$ cat config.mk
export PLATFORM = sky130hd
export DESIGN_NAME = nf10_reg_master
export DESIGN_NICKNAME = d
export VERILOG_FILES = /design/src/rtl/nf10_reg_pkg.sv /design/src/rtl/nf10_reg_master.sv
export SDC_FILE = /design/constraint.sdc
export NUM_CORES = 1
export LEC_CHECK = 0
export ABC_CLOCK_PERIOD_IN_PS = 1300
export CAP_MARGIN = 20
export CORE_MARGIN = 8
export CORE_UTILIZATION = 33
export DETAILED_ROUTE_END_ITERATION = 8
export GPL_TIMING_DRIVEN = 0
export PLACE_DENSITY = 0.76
export SLEW_MARGIN = 20
export SYNTH_ARGS = -nofsm -noshare
export SYNTH_HDL_FRONTEND = slang
export SYNTH_SLANG_ARGS = --single-unit
$ cat constraint.sdc
create_clock -name M_AXI_ACLK -period 1.3 [get_ports M_AXI_ACLK]
set_input_delay 0.13 -clock M_AXI_ACLK [delete_from_list [all_inputs] [get_ports M_AXI_ACLK]]
set_output_delay 0.13 -clock M_AXI_ACLK [all_outputs]
set_load 0.005 [all_outputs]
$ cat src/rtl/nf10_reg_pkg.sv
// rtl/nf10_reg_pkg.sv - shared FSM state encoding and AXI response codes for nf10_reg_master
package nf10_reg_pkg;

  typedef enum logic [2:0] {
    ST_IDLE,
    ST_WR_REQ,
    ST_WR_RESP,
    ST_RD_REQ,
    ST_RD_DATA,
    ST_RSP
  } state_t;

  localparam logic [1:0] RESP_OKAY   = 2'b00;
  localparam logic [1:0] RESP_EXOKAY = 2'b01;
  localparam logic [1:0] RESP_SLVERR = 2'b10;
  localparam logic [1:0] RESP_DECERR = 2'b11;

  // EXOKAY is also counted: anything other than a plain OKAY is flagged.
  function automatic logic resp_nonzero(input logic [1:0] resp);
    return resp != RESP_OKAY;
  endfunction

endpackage

$ cat src/rtl/nf10_reg_master.sv
// rtl/nf10_reg_master.sv - AXI4-Lite single-outstanding register master
// Define NF10_REG_MASTER_STATS_EN to add the stat_wr_cnt/stat_rd_cnt/stat_err_cnt counters.
module nf10_reg_master
  import nf10_reg_pkg::*;
#(
  parameter int C_M_AXI_DATA_WIDTH = 32,
  parameter int C_M_AXI_ADDR_WIDTH = 32
) (
  input  logic                            M_AXI_ACLK,
  input  logic                            M_AXI_ARESET,
  input  logic                            cmd_valid,
  output logic                            cmd_ready,
  input  logic                            cmd_rnw,
  input  logic [C_M_AXI_ADDR_WIDTH-1:0]   cmd_addr,
  input  logic [C_M_AXI_DATA_WIDTH-1:0]   cmd_data,
  input  logic [C_M_AXI_DATA_WIDTH/8-1:0] cmd_be,
  output logic                            rsp_valid,
  input  logic                            rsp_ready,
  output logic [C_M_AXI_DATA_WIDTH-1:0]   rsp_data,
  output logic [1:0]                      rsp_resp,
  output logic [C_M_AXI_ADDR_WIDTH-1:0]   M_AXI_AWADDR,
  output logic                            M_AXI_AWVALID,
  input  logic                            M_AXI_AWREADY,
  output logic [C_M_AXI_DATA_WIDTH-1:0]   M_AXI_WDATA,
  output logic [C_M_AXI_DATA_WIDTH/8-1:0] M_AXI_WSTRB,
  output logic                            M_AXI_WVALID,
  input  logic                            M_AXI_WREADY,
  input  logic [1:0]                      M_AXI_BRESP,
  input  logic                            M_AXI_BVALID,
  output logic                            M_AXI_BREADY,
  output logic [C_M_AXI_ADDR_WIDTH-1:0]   M_AXI_ARADDR,
  output logic                            M_AXI_ARVALID,
  input  logic                            M_AXI_ARREADY,
  input  logic [C_M_AXI_DATA_WIDTH-1:0]   M_AXI_RDATA,
  input  logic [1:0]                      M_AXI_RRESP,
  input  logic                            M_AXI_RVALID,
  output logic                            M_AXI_RREADY
`ifdef NF10_REG_MASTER_STATS_EN
  ,
  output logic [31:0]                     stat_wr_cnt,
  output logic [31:0]                     stat_rd_cnt,
  output logic [31:0]                     stat_err_cnt
`endif
);

  state_t                          r_state;
  state_t                          w_next;
  logic [C_M_AXI_ADDR_WIDTH-1:0]   r_addr;
  logic [C_M_AXI_DATA_WIDTH-1:0]   r_data;
  logic [C_M_AXI_DATA_WIDTH/8-1:0] r_be;
  logic                            r_aw_done;
  logic                            r_w_done;
  logic [C_M_AXI_DATA_WIDTH-1:0]   r_rsp_data;
  logic [1:0]                      r_rsp_resp;

  logic w_cmd_ready;
  logic w_awvalid;
  logic w_wvalid;
  logic w_bready;
  logic w_arvalid;
  logic w_rready;
  logic w_rsp_valid;
  logic w_cmd_hs;
  logic w_aw_hs;
  logic w_w_hs;
  logic w_b_hs;
  logic w_r_hs;

  always_ff @(posedge M_AXI_ACLK) begin
    if (M_AXI_ARESET) begin
      r_state <= ST_IDLE;
    end else begin
      r_state <= w_next;
    end
  end

  // Handshake terms are written out inline so the block never reads its own outputs.
  always_comb begin
    w_next      = r_state;
    w_cmd_ready = 1'b0;
    w_awvalid   = 1'b0;
    w_wvalid    = 1'b0;
    w_bready    = 1'b0;
    w_arvalid   = 1'b0;
    w_rready    = 1'b0;
    w_rsp_valid = 1'b0;
    case (r_state)
      ST_IDLE: begin
        w_cmd_ready = !M_AXI_ARESET;
        if (cmd_valid && !M_AXI_ARESET) begin
          w_next = cmd_rnw ? ST_RD_REQ : ST_WR_REQ;
        end
      end
      ST_WR_REQ: begin
        w_awvalid = !r_aw_done;
        w_wvalid  = !r_w_done;
        if ((r_aw_done || M_AXI_AWREADY) && (r_w_done || M_AXI_WREADY)) begin
          w_next = ST_WR_RESP;
        end
      end
      ST_WR_RESP: begin
        w_bready = 1'b1;
        if (M_AXI_BVALID) begin
          w_next = ST_RSP;
        end
      end
      ST_RD_REQ: begin
        w_arvalid = 1'b1;
        if (M_AXI_ARREADY) begin
          w_next = ST_RD_DATA;
        end
      end
      ST_RD_DATA: begin
        w_rready = 1'b1;
        if (M_AXI_RVALID) begin
          w_next = ST_RSP;
        end
      end
      ST_RSP: begin
        w_rsp_valid = 1'b1;
        if (rsp_ready) begin
          w_next = ST_IDLE;
        end
      end
      default: w_next = ST_IDLE;
    endcase
  end

  assign w_cmd_hs = cmd_valid && w_cmd_ready;
  assign w_aw_hs  = w_awvalid && M_AXI_AWREADY;
  assign w_w_hs   = w_wvalid && M_AXI_WREADY;
  assign w_b_hs   = w_bready && M_AXI_BVALID;
  assign w_r_hs   = w_rready && M_AXI_RVALID;

  always_ff @(posedge M_AXI_ACLK) begin
    if (M_AXI_ARESET) begin
      r_addr     <= '0;
      r_data     <= '0;
      r_be       <= '0;
      r_aw_done  <= 1'b0;
      r_w_done   <= 1'b0;
      r_rsp_data <= '0;
      r_rsp_resp <= RESP_OKAY;
    end else begin
      if (w_cmd_hs) begin
        r_addr <= cmd_addr;
        r_data <= cmd_data;
        r_be   <= cmd_be;
      end
      // AW and W complete independently; each VALID falls the cycle after its own handshake.
      if (r_state == ST_WR_REQ) begin
        if (w_aw_hs) r_aw_done <= 1'b1;
        if (w_w_hs)  r_w_done  <= 1'b1;
      end else begin
        r_aw_done <= 1'b0;
        r_w_done  <= 1'b0;
      end
      if (w_b_hs) begin
        r_rsp_data <= '0;
        r_rsp_resp <= M_AXI_BRESP;
      end
      if (w_r_hs) begin
        r_rsp_data <= M_AXI_RDATA;
        r_rsp_resp <= M_AXI_RRESP;
      end
    end
  end

`ifdef NF10_REG_MASTER_STATS_EN
  logic [31:0] r_stat_wr;
  logic [31:0] r_stat_rd;
  logic [31:0] r_stat_err;

  always_ff @(posedge M_AXI_ACLK) begin
    if (M_AXI_ARESET) begin
      r_stat_wr  <= '0;
      r_stat_rd  <= '0;
      r_stat_err <= '0;
    end else begin
      if (w_b_hs) r_stat_wr <= r_stat_wr + 32'd1;
      if (w_r_hs) r_stat_rd <= r_stat_rd + 32'd1;
      if ((w_b_hs && resp_nonzero(M_AXI_BRESP)) || (w_r_hs && resp_nonzero(M_AXI_RRESP))) begin
        r_stat_err <= r_stat_err + 32'd1;
      end
    end
  end

  assign stat_wr_cnt  = r_stat_wr;
  assign stat_rd_cnt  = r_stat_rd;
  assign stat_err_cnt = r_stat_err;
`endif

  assign cmd_ready     = w_cmd_ready;
  assign rsp_valid     = w_rsp_valid;
  assign rsp_data      = r_rsp_data;
  assign rsp_resp      = r_rsp_resp;
  assign M_AXI_AWADDR  = r_addr;
  assign M_AXI_AWVALID = w_awvalid;
  assign M_AXI_WDATA   = r_data;
  assign M_AXI_WSTRB   = r_be;
  assign M_AXI_WVALID  = w_wvalid;
  assign M_AXI_BREADY  = w_bready;
  assign M_AXI_ARADDR  = r_addr;
  assign M_AXI_ARVALID = w_arvalid;
  assign M_AXI_RREADY  = w_rready;

endmodule
# [Word level (Yosys, flattened, before mapping)]
# Cells that the tools add are included.
# W data, S select, Z words.
[classes] eq_ne=11 muxes=19 n_reduce_logical=16 bitwise_logic=1
[ops] operator="$mux W32" n=2
[ops] operator="$mux W3" n=6
[ops] operator="$pmux W3 S6" n=1
[ops] operator="$ne A2 B2 Y1 const B" n=6
[ops] operator="$logic_and A1 B1 Y1" n=7
[ops] operator="$mux W1" n=7
[ops] operator="$eq A3 B2 Y1 const B" n=2
[ops] operator="$eq A3 B3 Y1 const B" n=2
[ops] operator="$mux W2" n=3
[ops] operator="$reduce_and A6 Y1" n=1
[ops] operator="$eq A3 B1 Y1 const B" n=1
[ops] operator="$logic_not A1 Y1" n=3
[ops] operator="$logic_not A3 Y1" n=1
[ops] operator="$logic_or A1 B1 Y1" n=2
[ops] operator="$reduce_bool A2 Y1" n=1
[ops] operator="$reduce_or A2 Y1" n=1
[ops] operator="$not A1 Y1" n=1
[word_totals] inputBits=114 reg_bits=107 out_inout_bits=141

# [Longest topological paths before layout]
[depth] depth_word=5 mapped_depth=7

# [Worst setup path after synthesis]
# Ideal clock, no wire load.
[synth_timing] kind="reg2reg" start="reg r_state[0]" end="reg r_data[10] (netlist: M_AXI_WDATA[10])" synth_period_minus_slack_ps=1387 path_buffers=2 arrival_ps=1275 path_slack_ps=-87 stages_incl_launch_ff=7 cell_sequence="dfxtp_1 -> nor4_4 -> nand2_1 -> buf_2 -> buf_2 -> nand3_1 -> nand2_1"
[synth_via] elab_chain_cells=3
[synth_rtl] item="start, declared" line="nf10_reg_master.sv:46" rtl="state_t r_state;"
[synth_rtl] item="start signal, assigned" line="nf10_reg_master.sv:73" rtl="r_state <= w_next;"
[synth_rtl] item="$logic_not A3 Y1" line="nf10_reg_master.sv:87" rtl="case (r_state)"
[synth_rtl] item="$mux W1" line="nf10_reg_master.sv:87"
[synth_rtl] item="via cmd_ready" line="nf10_reg_master.sv:12" rtl="output logic cmd_ready,"
[synth_rtl] item="$logic_and A1 B1 Y1" line="nf10_reg_master.sv:129" rtl="assign w_cmd_hs = cmd_valid && w_cmd_ready;"
[synth_rtl] item="end signal, assigned" line="nf10_reg_master.sv:147" rtl="r_data <= cmd_data;"
[synth_rtl] item="end, declared" line="nf10_reg_master.sv:49" rtl="logic [C_M_AXI_DATA_WIDTH-1:0] r_data;"
# The timed path passes the listed nets, and every way through them passes these cells.
# A chain may end at the register's enable or synchronous reset.

# [Final worst setup path]
[layout_timing] start="reg r_state[0]" end="reg r_data[11] (netlist: M_AXI_WDATA[11])"
[layout_via] elab_chain_cells=3
[layout_rtl] item="$logic_not A3 Y1" line="nf10_reg_master.sv:87"
[layout_rtl] item="$mux W1" line="nf10_reg_master.sv:87"
[layout_rtl] item="$logic_and A1 B1 Y1" line="nf10_reg_master.sv:129"
# No other way between the ends.

==> results.toml <==
[cells_and_area]
multiInputGateArea_um2 = 2160
nNetsFinal = 922
final_common_cell = "dlygate4sd2_1"
nFillCells = 881
mostFrequentLayoutCells = "135 x dlygate4sd2_1, 112 x clkdlybuf4s50_1, 72 x nand2_1, 64 x dfxtp_1, 57 x buf_4"
antennaDiodeCount = 0
drive_gt1_share_pct = 39.5
seqCellArea_um2 = 2200
area_growth_pct = 107

[cts]
insertion_delay_ns = 0.34
clkTransAtPathRegs_ns = 0.07
root_buffer = "clkbuf_16"
numClockSinks = 107
cts_max_level = 3
cts_buffers = 9
clockBufferDepth = 2
cts_tree = "done"

[route]
wl_per_cell_um = 18.1
first_pass_iters = 4
vias = 4650
drt-total-wl_um = 17700
drc = 0
drt-vias-per-instance = 4.74
drtIter0Drc = 201
drtAntennaViolNets = 0

[setup_path]
crit_path_max_fanout = 7
worstSetupPathType = "reg -> reg"
cp.required_ns = 1.54
cpPeakStageDelay_ns = 0.36
start_kind = "register"
critPathBufInv = 3
crit_family = "simple AND/OR/NAND/NOR gates"
endpoint_kind = "register"
cpMaxStageDelayCell = "dfxtp_4"
path_cells = "buf_6 > nor4_4 > nand2_4 > buf_12 > buf_8 > nand3_2 > nand2_2"
critical_path_arrival_ns = 1.80

[logic_synthesis]
syn_area_per_cell_um2 = 8.35
synth_compound_area_share_pct = 7.94
yosys.area.top_type_share_pct = 52.5
syn_inst = 489
yosys.area_share.simple_pct = 29.1
synthesis.nets = 603
synth_top_family_by_area = "simple AND/OR/NAND/NOR gates"
synth.mux.area_fraction_pct = 0.245
synth_cell_types = 33
ys_warn_count = 0
synthAdderAreaFrac_pct = 0
synth_top_cell_by_area = "dfxtp_1"
synth.area.top_cells = "dfxtp_1 52%, nand2_1 13%, nand3_1 8.5%, a22oi_1 5.9%, buf_4 5.9%"
netlist_area_um2 = 4080
ys_seq_area_share_pct = 52.5
ys_seq_elements = 107
synth_xor_area_share_pct = 0

[timing]
period_minus_slack_ns = 1.55
slew_viol_final = 0
finalHoldWorstSlack_ns = 0.309
fin_ws_ns = -0.254
finalSetupViolCount = 112
rsz0062_at_grt = "yes"
slew-limit-headroom_pct = 53.5
timing.final.hold_violations = 0
fin_skew_ns = 0.00381
fmax_mhz = 643
worst_pin_slew_ns = 0.698
min_period_over_period_pct = 120

[global_route]
grt_start_max_net_pins = 16
grt_usage_pct = 20.5
antenna_found_initial = 0
grt_pass1_wl_um = 26400
overflow = 0
first_global_vias = 4871

[die]
ioPinCount = 255
start_util_pct = 33.8
die_area_um2 = 16200
chipHeight_um = 127
rows = 40
die_w_um = 127
fp.coreArea_um2 = 12100

[placement]
dp_hpwl_um = 12000
portBuffers = 254
place.gp.congestion = 0.761

[min_path]
hp-class = "in -> reg"

[outcome]
violations = "setup timing"
status = "finished with violations"

[power_and_ir_drop]
p_per_area_nw_per_um2 = 1320
p_total_w = 0.0111
p_leak_nw = 4.17
ir_drop_mv = 0.999

[job]
cap_violations = 0
==> synthesized netlist by cell type <==
| cell type | number |
|---|---|
| a211o_1 | 1 |
| a211oi_1 | 3 |
| a21o_1 | 1 |
| a21oi_1 | 1 |
| a22oi_1 | 32 |
| a31oi_1 | 1 |
| and2_1 | 1 |
| and3b_1 | 2 |
| and4bb_2 | 1 |
| buf_1 | 7 |
| buf_2 | 15 |
| buf_4 | 32 |
| buf_6 | 3 |
| clkbuf_1 | 10 |
| dfxtp_1 | 107 |
| inv_2 | 1 |
| mux2i_1 | 1 |
| nand2_1 | 139 |
| nand2b_1 | 1 |
| nand3_1 | 69 |
| nand3b_1 | 2 |
| nor2_1 | 36 |
| nor2_2 | 1 |
| nor2b_1 | 3 |
| nor3_1 | 6 |
| nor3b_1 | 5 |
| nor4_4 | 1 |
| o2111ai_1 | 1 |
| o21ai_0 | 1 |
| o21ai_1 | 1 |
| o21bai_1 | 2 |
| or3b_1 | 1 |
| or4_1 | 1 |
==> stage by stage <==
step	setup WS [ns]	cell area, um^2	std cells	utilization [%]	setup TNS, ns
2_1_floorplan	-0.0155	4100	489	-	-0.606
3_3_place_gp	-0.554	6850	911	56.8	-52.03
3_5_place_dp	-0.604	6850	911	56.8	-55.91
4_1_cts	-0.224	8150	971	67.6	-14.37
5_1_grt	-0.317	8440	981	70.0	-27.14
6_report	-0.254	8440	981	70.0	-20.07
==> power by group <==
part | total [W] | switching, W | internal, W
sequential | 0.00418 | 0.000369 | 0.00382
combinational | 0.00433 | 0.00183 | 0.00250
clock | 0.00259 | 0.00119 | 0.00140
total | 0.0111 | 0.00339 | 0.00772
==> logic make-up after synthesis <==
kind of cell,count (synthesis)
mux,1
simple gates,269
buf+inv,68
compound gates,44
flops,107
==> path summary, 6_finish.rpt <==
| path | start | endpoint | slack (ns) | cells past startpoint |
|---|---|---|---|---|
| max | r_state[0] | M_AXI_WDATA[11] | -0.25 | 7 |
| min | cmd_addr[23] | M_AXI_ARADDR[23] | 0.31 | 3 |
| max reg2reg | r_state[0] | M_AXI_WDATA[11] | -0.25 | 7 |
| min reg2reg | M_AXI_WDATA[30] | M_AXI_WDATA[30] | 0.45 | 2 |
==> what timing repair did <==
action                     4_1_cts  5_1_grt
buffers inserted                30       17
hold buffers                     0        0
gates cloned                    14        1
resized for setup              389       79
setup endpoints to repair      244      112
pin swaps                      106       55
==> sequential cells by signal, summed over array words and instances (netlist names) <==
name	flops
rsp_data	32
r_aw_done	1
rsp_resp	2
M_AXI_WDATA	32
r_w_done	1
M_AXI_ARADDR	32
M_AXI_WSTRB	4
r_state	3
==> routing by layer <==
layer  wire length [um]  track usage, %  vias up
met2               9420            37.7      193
met5                  0               0        -
met4                525            9.59        0
met1               6370            20.8     2181
li1                   -               -     2242
met3               1390            6.53       34
==> worst reg2reg max path: cells and delay by family, from the launching register on <==
family,cells,cell delay [ns]
buffers and inverters,3,0.44
flip-flops,1,0.36
AND/OR/NAND/NOR,4,0.65
==> cell type report <==
class | count | area share (%)
Inverter | 1 | 0.0445
Sequential cell | 107 | 26.1
Clock inverter | 2 | 0.119
Tap cell | 168 | 2.49
Buffer | 63 | 6.61
Timing Repair Buffer | 312 | 35.9
Clock buffer | 14 | 3.13
Multi-Input combinational cell | 314 | 25.6
Power figures use the tool's default switching activity.
